===== src/rtl/vga_matrix_renderer_if.sv =====
// Matrix-RAM read port plus the buffer-swap handshake shared by the renderer,
// the matrix RAM and the matrix writer.
interface vga_matrix_renderer_if #(
    parameter int ADDR_W = 7,
    parameter int DATA_W = 8
);
    logic [ADDR_W-1:0] mem_addr;
    logic [DATA_W-1:0] mem_data;
    // swap_req is a level held by the writer; swap_ack pulses for one cycle on the
    // vblank rise where buf_sel flips. The writer must drop swap_req after the ack,
    // otherwise another swap is taken at the following vblank rise.
    logic              swap_req;
    logic              swap_ack;
    logic              buf_sel;

    modport master (
        output mem_addr,
        input  mem_data,
        input  swap_req,
        output swap_ack,
        output buf_sel
    );

    modport slave (
        input  mem_addr,
        output mem_data,
        output swap_req,
        input  swap_ack,
        input  buf_sel
    );
endinterface


===== src/rtl/vga_matrix_renderer.sv =====
// Pixel-generation stage: draws a gray-shaded matrix grid from a double-buffered
// RAM and emits RGB, syncs and data enable with a uniform three-register latency.
module vga_matrix_renderer #(
    parameter int          ORIGIN_X   = 80,
    parameter int          ORIGIN_Y   = 0,
    parameter int          CELL_W     = 60,
    parameter int          CELL_H     = 60,
    parameter int          GRID_COLS  = 8,
    parameter int          GRID_ROWS  = 8,
    parameter int          DATA_W     = 8,
    parameter logic [11:0] GRID_COLOR = 12'hFFF,
    parameter logic [11:0] BG_COLOR   = 12'h000
) (
    input  logic                         clk,
    input  logic                         reset_n,
    input  logic [10:0]                  h_count,
    input  logic [10:0]                  v_count,
    input  logic                         hsync_in,
    input  logic                         vsync_in,
    input  logic                         hblank_in,
    input  logic                         vblank_in,
    vga_matrix_renderer_if.master        mem,
    output logic [11:0]                  rgb,
    output logic                         hsync_out,
    output logic                         vsync_out,
    output logic                         de_out
);
    localparam int COL_W = $clog2(GRID_COLS);
    localparam int ROW_W = $clog2(GRID_ROWS);

    logic [31:0]      hx;
    logic [31:0]      vy;
    logic             in_x;
    logic             in_y;
    logic             in_grid;
    logic             on_line;
    logic [COL_W-1:0] col;
    logic [ROW_W-1:0] row;

    assign hx = 32'(h_count);
    assign vy = 32'(v_count);

    // Cell index is the count of cell boundaries already passed, so no divider is needed.
    always_comb begin
        in_x    = (hx >= 32'(ORIGIN_X)) && (hx < 32'(ORIGIN_X + GRID_COLS * CELL_W));
        in_y    = (vy >= 32'(ORIGIN_Y)) && (vy < 32'(ORIGIN_Y + GRID_ROWS * CELL_H));
        in_grid = in_x && in_y;
        col     = '0;
        row     = '0;
        on_line = (hx == 32'(ORIGIN_X + GRID_COLS * CELL_W - 1)) ||
                  (vy == 32'(ORIGIN_Y + GRID_ROWS * CELL_H - 1));
        for (int k = 0; k < GRID_COLS; k++) begin
            if (hx == 32'(ORIGIN_X + k * CELL_W)) on_line = 1'b1;
            if ((k > 0) && (hx >= 32'(ORIGIN_X + k * CELL_W))) col = col + COL_W'(1);
        end
        for (int k = 0; k < GRID_ROWS; k++) begin
            if (vy == 32'(ORIGIN_Y + k * CELL_H)) on_line = 1'b1;
            if ((k > 0) && (vy >= 32'(ORIGIN_Y + k * CELL_H))) row = row + ROW_W'(1);
        end
        on_line = on_line && in_grid;
    end

    logic vblank_s1;
    logic swap_now;
    logic buf_sel_next;

    // Buffer flips only on the first blanking line, so a frame never mixes buffers.
    assign swap_now     = vblank_in && !vblank_s1 && mem.swap_req;
    assign buf_sel_next = mem.buf_sel ^ swap_now;

    logic s1_blank, s1_in_grid, s1_line, s1_hsync, s1_vsync;
    logic s2_blank, s2_in_grid, s2_line, s2_hsync, s2_vsync;

    always_ff @(posedge clk or negedge reset_n) begin
        if (!reset_n) begin
            vblank_s1    <= 1'b1;
            s1_blank     <= 1'b1;
            s1_in_grid   <= 1'b0;
            s1_line      <= 1'b0;
            s1_hsync     <= 1'b1;
            s1_vsync     <= 1'b1;
            mem.mem_addr <= '0;
            mem.buf_sel  <= 1'b0;
            mem.swap_ack <= 1'b0;
        end else begin
            vblank_s1    <= vblank_in;
            s1_blank     <= hblank_in | vblank_in;
            s1_in_grid   <= in_grid;
            s1_line      <= on_line;
            s1_hsync     <= hsync_in;
            s1_vsync     <= vsync_in;
            mem.mem_addr <= {buf_sel_next, row, col};
            mem.buf_sel  <= buf_sel_next;
            mem.swap_ack <= swap_now;
        end
    end

    // Stage 2 waits out the RAM read so the flags line up with mem_data.
    always_ff @(posedge clk or negedge reset_n) begin
        if (!reset_n) begin
            s2_blank   <= 1'b1;
            s2_in_grid <= 1'b0;
            s2_line    <= 1'b0;
            s2_hsync   <= 1'b1;
            s2_vsync   <= 1'b1;
        end else begin
            s2_blank   <= s1_blank;
            s2_in_grid <= s1_in_grid;
            s2_line    <= s1_line;
            s2_hsync   <= s1_hsync;
            s2_vsync   <= s1_vsync;
        end
    end

    logic [3:0]  gray;
    logic [11:0] pixel;
    logic        unused_mem_bits;

    assign gray            = mem.mem_data[DATA_W-1 -: 4];
    assign unused_mem_bits = ^mem.mem_data;

    always_comb begin
        pixel = '0;
        if (s2_blank)        pixel = 12'h000;
        else if (!s2_in_grid) pixel = BG_COLOR;
        else if (s2_line)    pixel = GRID_COLOR;
        else                 pixel = {gray, gray, gray};
    end

    always_ff @(posedge clk or negedge reset_n) begin
        if (!reset_n) begin
            rgb       <= '0;
            de_out    <= 1'b0;
            hsync_out <= 1'b1;
            vsync_out <= 1'b1;
        end else begin
            rgb       <= pixel;
            de_out    <= !s2_blank;
            hsync_out <= s2_hsync;
            vsync_out <= s2_vsync;
        end
    end
endmodule


===== src/flat_wrapper.sv =====
// flat-port wrapper written by rule: the top's interface ports become plain ports
module vga_matrix_renderer_flat 
#(
    parameter int          ORIGIN_X   = 80,
    parameter int          ORIGIN_Y   = 0,
    parameter int          CELL_W     = 60,
    parameter int          CELL_H     = 60,
    parameter int          GRID_COLS  = 8,
    parameter int          GRID_ROWS  = 8,
    parameter int          DATA_W     = 8,
    parameter logic [11:0] GRID_COLOR = 12'hFFF,
    parameter logic [11:0] BG_COLOR   = 12'h000
)
  (clk, reset_n, h_count, v_count, hsync_in, vsync_in, hblank_in, vblank_in, rgb, hsync_out, vsync_out, de_out, mem_mem_addr, mem_mem_data, mem_swap_req, mem_swap_ack, mem_buf_sel);
  vga_matrix_renderer_if #(.ADDR_W(7), .DATA_W(DATA_W)) mem_i ();
  input  logic clk;
  input  logic reset_n;
  input  logic [10:0] h_count;
  input  logic [10:0] v_count;
  input  logic hsync_in;
  input  logic vsync_in;
  input  logic hblank_in;
  input  logic vblank_in;
  output logic [11:0] rgb;
  output logic hsync_out;
  output logic vsync_out;
  output logic de_out;
  output wire logic [$bits(mem_i.mem_addr)-1:0] mem_mem_addr;
  input wire logic [$bits(mem_i.mem_data)-1:0] mem_mem_data;
  input wire logic [$bits(mem_i.swap_req)-1:0] mem_swap_req;
  output wire logic [$bits(mem_i.swap_ack)-1:0] mem_swap_ack;
  output wire logic [$bits(mem_i.buf_sel)-1:0] mem_buf_sel;
  assign mem_mem_addr = mem_i.mem_addr;
  assign mem_i.mem_data = mem_mem_data;
  assign mem_i.swap_req = mem_swap_req;
  assign mem_swap_ack = mem_i.swap_ack;
  assign mem_buf_sel = mem_i.buf_sel;
  vga_matrix_renderer #(.ORIGIN_X(ORIGIN_X), .ORIGIN_Y(ORIGIN_Y), .CELL_W(CELL_W), .CELL_H(CELL_H), .GRID_COLS(GRID_COLS), .GRID_ROWS(GRID_ROWS), .DATA_W(DATA_W), .GRID_COLOR(GRID_COLOR), .BG_COLOR(BG_COLOR)) u_core (.clk(clk), .reset_n(reset_n), .h_count(h_count), .v_count(v_count), .hsync_in(hsync_in), .vsync_in(vsync_in), .hblank_in(hblank_in), .vblank_in(vblank_in), .mem(mem_i), .rgb(rgb), .hsync_out(hsync_out), .vsync_out(vsync_out), .de_out(de_out));
endmodule

===== config.mk =====
export PLATFORM = sky130hd
export DESIGN_NAME = vga_matrix_renderer_flat
export DESIGN_NICKNAME = d
export VERILOG_FILES = /design/src/rtl/vga_matrix_renderer_if.sv /design/src/rtl/vga_matrix_renderer.sv /design/src/flat_wrapper.sv
export SDC_FILE = /design/constraint.sdc
export NUM_CORES = 1
export LEC_CHECK = 0
export BUFFER_PORTS_ARGS = -buffer_cell sky130_fd_sc_hd__buf_2
export CAP_MARGIN = 10
export CORE_UTILIZATION = 30
export CTS_CLUSTER_DIAMETER = 80
export DETAILED_ROUTE_END_ITERATION = 6
export PLACE_DENSITY = 0.6
export REMOVE_ABC_BUFFERS = 1
export SLEW_MARGIN = 20
export SYNTH_ARGS = -nofsm -noshare
export SYNTH_HDL_FRONTEND = slang
export SYNTH_SLANG_ARGS = --single-unit

===== constraint.sdc =====
create_clock -name clk -period 1.59 [get_ports clk]
set_clock_uncertainty 0.1 [all_clocks]
set_input_delay 0.2385 -clock clk [delete_from_list [all_inputs] [get_ports clk]]
set_output_delay 0.2385 -clock clk [all_outputs]
set_load 0.05 [all_outputs]

After elaboration in Yosys (flattened, before gate mapping)

Cells that the tools add are included.

Equality and inequality tests: 17
Bitwise operators: 2
$lt $le $gt $ge: 18
Mux-type cells: 33
Add/subtract/negate cells: 12
Reduce and logical (&&, ||, !) cells: 10

Operators with widths:

| cell                                                                    | number |
|---|---|
| 11-bit by 9-bit equality test with 1-bit output, second input constant  | 9 |
| 11-bit by 9-bit >= comparator with 1-bit output, second input constant  | 8 |
| 11-bit by 8-bit equality test with 1-bit output, second input constant  | 4 |
| 11-bit by 8-bit >= comparator with 1-bit output, second input constant  | 4 |
| 12-bit 2-to-1 mux                                                       | 3 |
| 3-bit 2-to-1 mux                                                        | 12 |
| 32-bit logical NOT                                                      | 1 |
| 3-bit by 1-bit adder with 3-bit output, second input constant           | 10 |
| 11-bit by 7-bit equality test with 1-bit output, second input constant  | 2 |
| 11-bit by 7-bit >= comparator with 1-bit output, second input constant  | 2 |
| 1-bit 2-to-1 mux                                                        | 18 |
| 11-bit by 10-bit equality test with 1-bit output, second input constant | 1 |
| 11-bit by 6-bit equality test with 1-bit output, second input constant  | 1 |
| 11-bit by 1-bit >= comparator with 1-bit output, second input constant  | 1 |
| 11-bit by 6-bit >= comparator with 1-bit output, second input constant  | 1 |
| 11-bit by 10-bit < comparator with 1-bit output, second input constant  | 1 |
| 11-bit by 9-bit < comparator with 1-bit output, second input constant   | 1 |
| 1-bit logical AND                                                       | 6 |
| 1-bit by 1-bit adder with 2-bit output, second input constant           | 2 |
| 1-bit logical NOT                                                       | 2 |
| 1-bit logical OR                                                        | 1 |
| 1-bit bitwise OR                                                        | 1 |
| 1-bit bitwise XOR                                                       | 1 |

Word-level logic and storage cells: 110
Register bits after elaboration: 35
Output and inout bits: 24

Depth between registers and ports, before layout

Depth after elaboration: 19
Mapped depth: 25
Gate-level depth less buffers: 24

Least setup slack after synthesis

OpenSTA, ideal clock, no wires.

Path kind: input to register
Start point: in h_count[4]
End point: reg u_core.mem.mem_addr[2]
Path buffers: 1
Library setup time: 125 ps
Setup slack: -2687 ps
Arrival time: 4052 ps
Stages: 23
Required time: 1365 ps
Path through: buf_4 > or3_1 > a31o_2 > inv_1 > ha_1 > xor2_1 > ha_1 > nand2b_1 > o22ai_1 > a31o_1 > nor2_1 > ha_1 > nand2_1 > nand2_1 > ha_1 > a21oi_1 > nand2_1 > ha_1 > nand2_1 > o41ai_1 > mux2_2 > xnor2_1 > xnor2_1

Longest elaborated chain between the ends: 14

Ends and longest elaborated chain:

| element                                         | line                         | source |
|---|---|---|
| start, declared                                 | flat_wrapper.sv:18           | `input logic [10:0] h_count;` |
| 11-bit by 8-bit >= comparator with 1-bit output | vga_matrix_renderer.sv:54    | `if ((k > 0) && (hx >= 32'(ORIGIN_X + k * CELL_W))) col = col + COL_W'(1);` |
| 1-bit 2-to-1 mux                                | vga_matrix_renderer.sv:54    |  |
| 1-bit by 1-bit adder with 2-bit output          | vga_matrix_renderer.sv:54    |  |
| 3-bit 2-to-1 mux                                | vga_matrix_renderer.sv:54    |  |
| 3-bit by 1-bit adder with 3-bit output          | vga_matrix_renderer.sv:54    |  |
| 3-bit 2-to-1 mux                                | vga_matrix_renderer.sv:54    |  |
| 3-bit by 1-bit adder with 3-bit output          | vga_matrix_renderer.sv:54    |  |
| 3-bit 2-to-1 mux                                | vga_matrix_renderer.sv:54    |  |
| 3-bit by 1-bit adder with 3-bit output          | vga_matrix_renderer.sv:54    |  |
| 3-bit 2-to-1 mux                                | vga_matrix_renderer.sv:54    |  |
| 3-bit by 1-bit adder with 3-bit output          | vga_matrix_renderer.sv:54    |  |
| 3-bit 2-to-1 mux                                | vga_matrix_renderer.sv:54    |  |
| 3-bit by 1-bit adder with 3-bit output          | vga_matrix_renderer.sv:54    |  |
| 3-bit 2-to-1 mux *                              | vga_matrix_renderer.sv:54    |  |
| named net u_core.col[2]                         | vga_matrix_renderer.sv:37    | `logic [COL_W-1:0] col;` |
| end signal, assigned                            | vga_matrix_renderer.sv:92    | `mem.mem_addr <= {buf_sel_next, row, col};` |
| end, declared                                   | vga_matrix_renderer_if.sv:17 | `output mem_addr,` |

Mark *: on every way through the listed nets, which the timed path passes. The rest lies on a longest branch.

Worst setup path in the final report

Start point: in h_count[8]
End point: reg u_core.mem.mem_addr[2]

The elaborated chain is that of the path after synthesis.

==> impl_summary.md <==
Outcome
The flow ran to the end, but the final reports show violations. The checks that failed: negative setup slack.

CTS
The H-tree depth is 1. The clock slew seen by the registers of the worst setup and hold paths is 0.09 ns. Clock tree synthesis inserted a total of 3 buffers. The clock sink count is 26. The clock tree root buffer cell is clkbuf_8. The clock latency on the worst-skew pair is 0.27 ns. The TritonCTS clock tree is done. The buffer levels on the longest clock path is 2.

Logic synthesis
The netlist uses 61 different library cells. The leading register cell type out of synthesis is dfrtp_1. Yosys attributes the largest share of cell area to dfrtp_1, dfstp_2, ha_1. The post-synthesis simple-gate area fraction is 24.0%. The synthesized netlist devotes a little under a fifth of its cell area to compound gates. Of the total synthesized cell area, the portion taken by XOR and XNOR cells is 8.74%. The mux share of post-synthesis cell area is 1.92%. Of the synthesized area, sequential elements account for 30.8%.

Yosys mapped a number of flops with a built-in enable equal to 0. The cell type with the largest total area after synthesis is dfrtp_1. The register bit total from synthesis is 26. Yosys printed 0 warnings. The dominant combinational cell family by area after synthesis is simple AND/OR/NAND/NOR gates. The portion of synthesized cell area occupied by the leading cell type is about a fifth. The share of flip-flops with an asynchronous set or reset after synthesis is 100%. After Yosys synthesis, full adders, half adders and majority gates account for 6.99% of the synthesized area.

The average instance area after synthesis is 8.36 um2. The synthesized netlist occupies a cell area of 2150 um2. Counting every instance in the synthesized netlist gives around 260.

Critical path
For the worst flop-to-flop path, the logic depth is 3. The startpoint of the lowest-slack register-to-register path is u_core.s2_blank$_DFF_PN1_. The classification of the worst setup path is primary input to register.

The worst setup path endpoint is u_core.mem.mem_addr[2]$_DFF_PN0_. The kind of end point of the critical path is a register. The worst register-to-register path has a setup slack of between 0.6 and 0.7 ns. At the worst endpoint, the required time is between 1.5 and 2 ns. In this run the worst setup path begins at h_count[8]. STA puts the critical path data arrival time at 4.11 ns. In this run the worst path has a maximum fanout of 3. The type of origin of the critical path is a primary input. The capture point of the worst reg-to-reg path is u_core.rgb[7]$_DFF_PN0_.

Global route
Global routing used 16.7% of the available tracks. For met2 alone, demand over resource in global routing was 30.1%. The largest net degree at the start of global routing is 27.

The peak-usage layer in the global routing report is met2. Global routing used 21.2% of the available met1 tracks. The via count of the first global-routing pass came to 2,281.

Global routing used 1.33% of the available met3 tracks. The number of antenna violations at the first check in global routing is 0. For this run the aggregate overflow at the end of global routing stands at 0. The first-pass GRT wire length is 10.2 mm.

Power
The total power is approximately 2.6 mW. The leakage power is 1.68 nW. The peak supply drop is 357 uV. Power spread over the standard cell area amounts to roughly 730 nW/um2.

Timing
The minimum clock period after layout is 4.06 ns. After layout, the worst setup slack is -2.47 ns. Setup violations remaining at the end of the flow were counted as 6. The number of max-slew violations in the final report was 0. The worst pin sits at a relative slew slack of 62.5%.

The count of final hold-check violations came to 0. Setup repair after global routing could not meet its margin everywhere. At the pin with the least slew margin, the transition time is 0.560 ns.

Of the available clock period, the critical path in the final layout requires 255%. Static timing analysis puts the maximum clock frequency at about 0.25 GHz.

Floorplanning
The die span in x is 86.6 um. The region available for standard cell placement spans 6870 um2. The starting density of the core is 31.3%. For this design the top-level I/O count stands at 61. The die is about 87 um tall. The number of core rows is 30.

The die covers 7500 um2.

Finish
The net count of the finished layout is 426. The most common cell after layout, fill and taps aside is buf_4. Of the cells placed in the final design, the portion with a size suffix greater than 1 is 58.5%. The area growth from synthesis to layout is 67.0%. In the layout the commonest cells are buf_4, buf_2, nand2_1. The number of fill cells is 637. The post-layout instance count excluding filler cells is ~470. The number of antenna repair diodes is 0.

Placement
The final HPWL from detailed placement is ~4.2 mm. The total placed cells including tap cells is around 450. Buffers placed on the I/O ports in this run total 56.

The post-placement worst setup slack is -2.92 ns. At the end of routability-driven placement, the weighted congestion stood at 0.820.

Flow run
The tool flagged a number of max-cap violations equal to 0.

Detailed routing
The number of remaining DRC errors is 0. The total length of routed wires is 6.16 mm. In this run the remaining antenna-violating nets after routing total 0. The routed layout has between 2,000 and 2,500 vias. The average vias per placed instance is a little under 5. After detailed routing, the average wire length per cell comes to approximately 13 um. The count of TritonRoute iterations in the first routing pass is 5. The detailed router finished its first iteration with 45 violations.

Worst hold path
The classification of the worst-slack hold path is primary input to register.
-- cells in the mapped netlist (2+ instances only) --
master	n
a211oi_1	3
a21oi_1	9
a31oi_1	4
and2_1	2
and3_1	2
buf_4	10
clkbuf_1	12
dfrtp_1	17
dfstp_2	9
ha_1	12
inv_1	16
mux2i_1	3
nand2_1	29
nand3_1	6
nand4_1	5
nand4b_1	2
nor2_1	23
nor2b_1	3
nor3_1	3
nor4bb_1	2
o211a_1	2
o211ai_1	4
o21a_1	2
o21ai_0	15
o22ai_1	2
o41ai_1	2
or2_2	5
or3_1	4
or4_1	2
xnor2_1	8
xor2_1	9
-- repair_timing --
action                     in CTS  in global routing
hold buffers                    4                  0
pin swaps                      31                 27
gates resized for setup        80                 36
setup endpoints to repair       8                  7
hold endpoints to repair       20                  0
setup buffers                  19                  9
-- sequential cells by signal, indices dropped and copies added (netlist names) --
name and cells:
u_core.de_out 1, u_core.hsync_out 1, u_core.mem.buf_sel 1, u_core.mem.mem_addr 6
u_core.mem.swap_ack 1, u_core.rgb 4, u_core.s1_blank 1, u_core.s1_hsync 1
u_core.s1_in_grid 1, u_core.s1_line 1, u_core.s1_vsync 1, u_core.s2_blank 1
u_core.s2_hsync 1, u_core.s2_in_grid 1, u_core.s2_line 1, u_core.s2_vsync 1
u_core.vblank_s1 1, u_core.vsync_out 1
-- worst max-delay path, stage by stage --
cell      delay (ns)
buf_6           0.09
or3_4           0.41
a31o_4          0.25
ha_4            0.16
and3b_2         0.24
a21oi_2         0.04
ha_1            0.30
nand2b_4        0.13
o22ai_2         0.05
a31o_1          0.21
buf_4           0.13
or3_4           0.40
nand2_4         0.08
ha_4            0.20
a21oi_2         0.14
nand2_2         0.08
ha_4            0.17
o21ai_2         0.08
o41ai_4         0.11
mux2_4          0.32
xnor2_2         0.13
xnor2_1         0.13
-- power by group --
group          internal (mW)  switching [mW]  total [mW]
Combinational          0.553           0.753        1.31
Clock                  0.337           0.198       0.535
Sequential             0.747          0.0260       0.773
-- worst min path at each step --
stage / startpoint / endpoint / slack [ns] / cells past startpoint
floorplan: reset_n / u_core.de_out$_DFF_PN0_ / -0.16 / 0
CTS: hblank_in / u_core.s1_blank$_DFF_PN1_ / 0.06 / 2
finish: hblank_in / u_core.s1_blank$_DFF_PN1_ / 0.06 / 2
global route: hblank_in / u_core.s1_blank$_DFF_PN1_ / 0.05 / 2
global placement: reset_n / u_core.mem.swap_ack$_DFF_PN0_ / 0.14 / 1
detailed placement: reset_n / u_core.de_out$_DFF_PN0_ / 0.15 / 1
-- area by class of cell --
| type | instances | area [um2] | share of cell area [%] |
|---|---|---|---|
| clock buffers | 3 | 41.3 | 1.15 |
| clock inverters | 1 | 30.0 | 0.837 |
| repair buffers | 139 | 1000 | 27.9 |
| flip-flops and latches | 26 | 662 | 18.4 |
| inverters | 16 | 67.6 | 1.88 |
| well taps | 96 | 120 | 3.35 |
| multi-input cells | 191 | 1670 | 46.4 |
-- metal layers --
metal | routed length [um] | part of all wire [%]
met5 | 0 | 0
met1 | 2780 | 45
met2 | 3070 | 50
met4 | 91 | 1.5
met3 | 217 | 3.5
-- stage by stage --
step                      area [um2]  hold WS [ns]  util (%)  setup TNS [ns]
after floorplan                 2010        -0.157         -           -9.65
after global placement          2890         0.145      42.0          -11.35
after detailed placement        2890         0.151      42.0          -11.80
after CTS                       3470        0.0594      50.5           -9.05
after global routing            3590        0.0522      52.2           -9.24
final                           3590        0.0619      52.2           -8.67
-- cell families (layout without fill, tap and decap cells) --
| logic type | count (synthesis) | count (layout) |
|---|---|---|
| multiplexers | 4 | 4 |
| flip-flops | 26 | 26 |
| XOR/XNOR | 19 | 19 |
| buffers and inverters | 40 | 159 |
| AO/OA/AOI/OAI | 58 | 58 |
| adder cells (fa/ha/maj) | 12 | 12 |
| AND/OR/NAND/NOR | 98 | 98 |
Power figures use the tool's default switching activity.
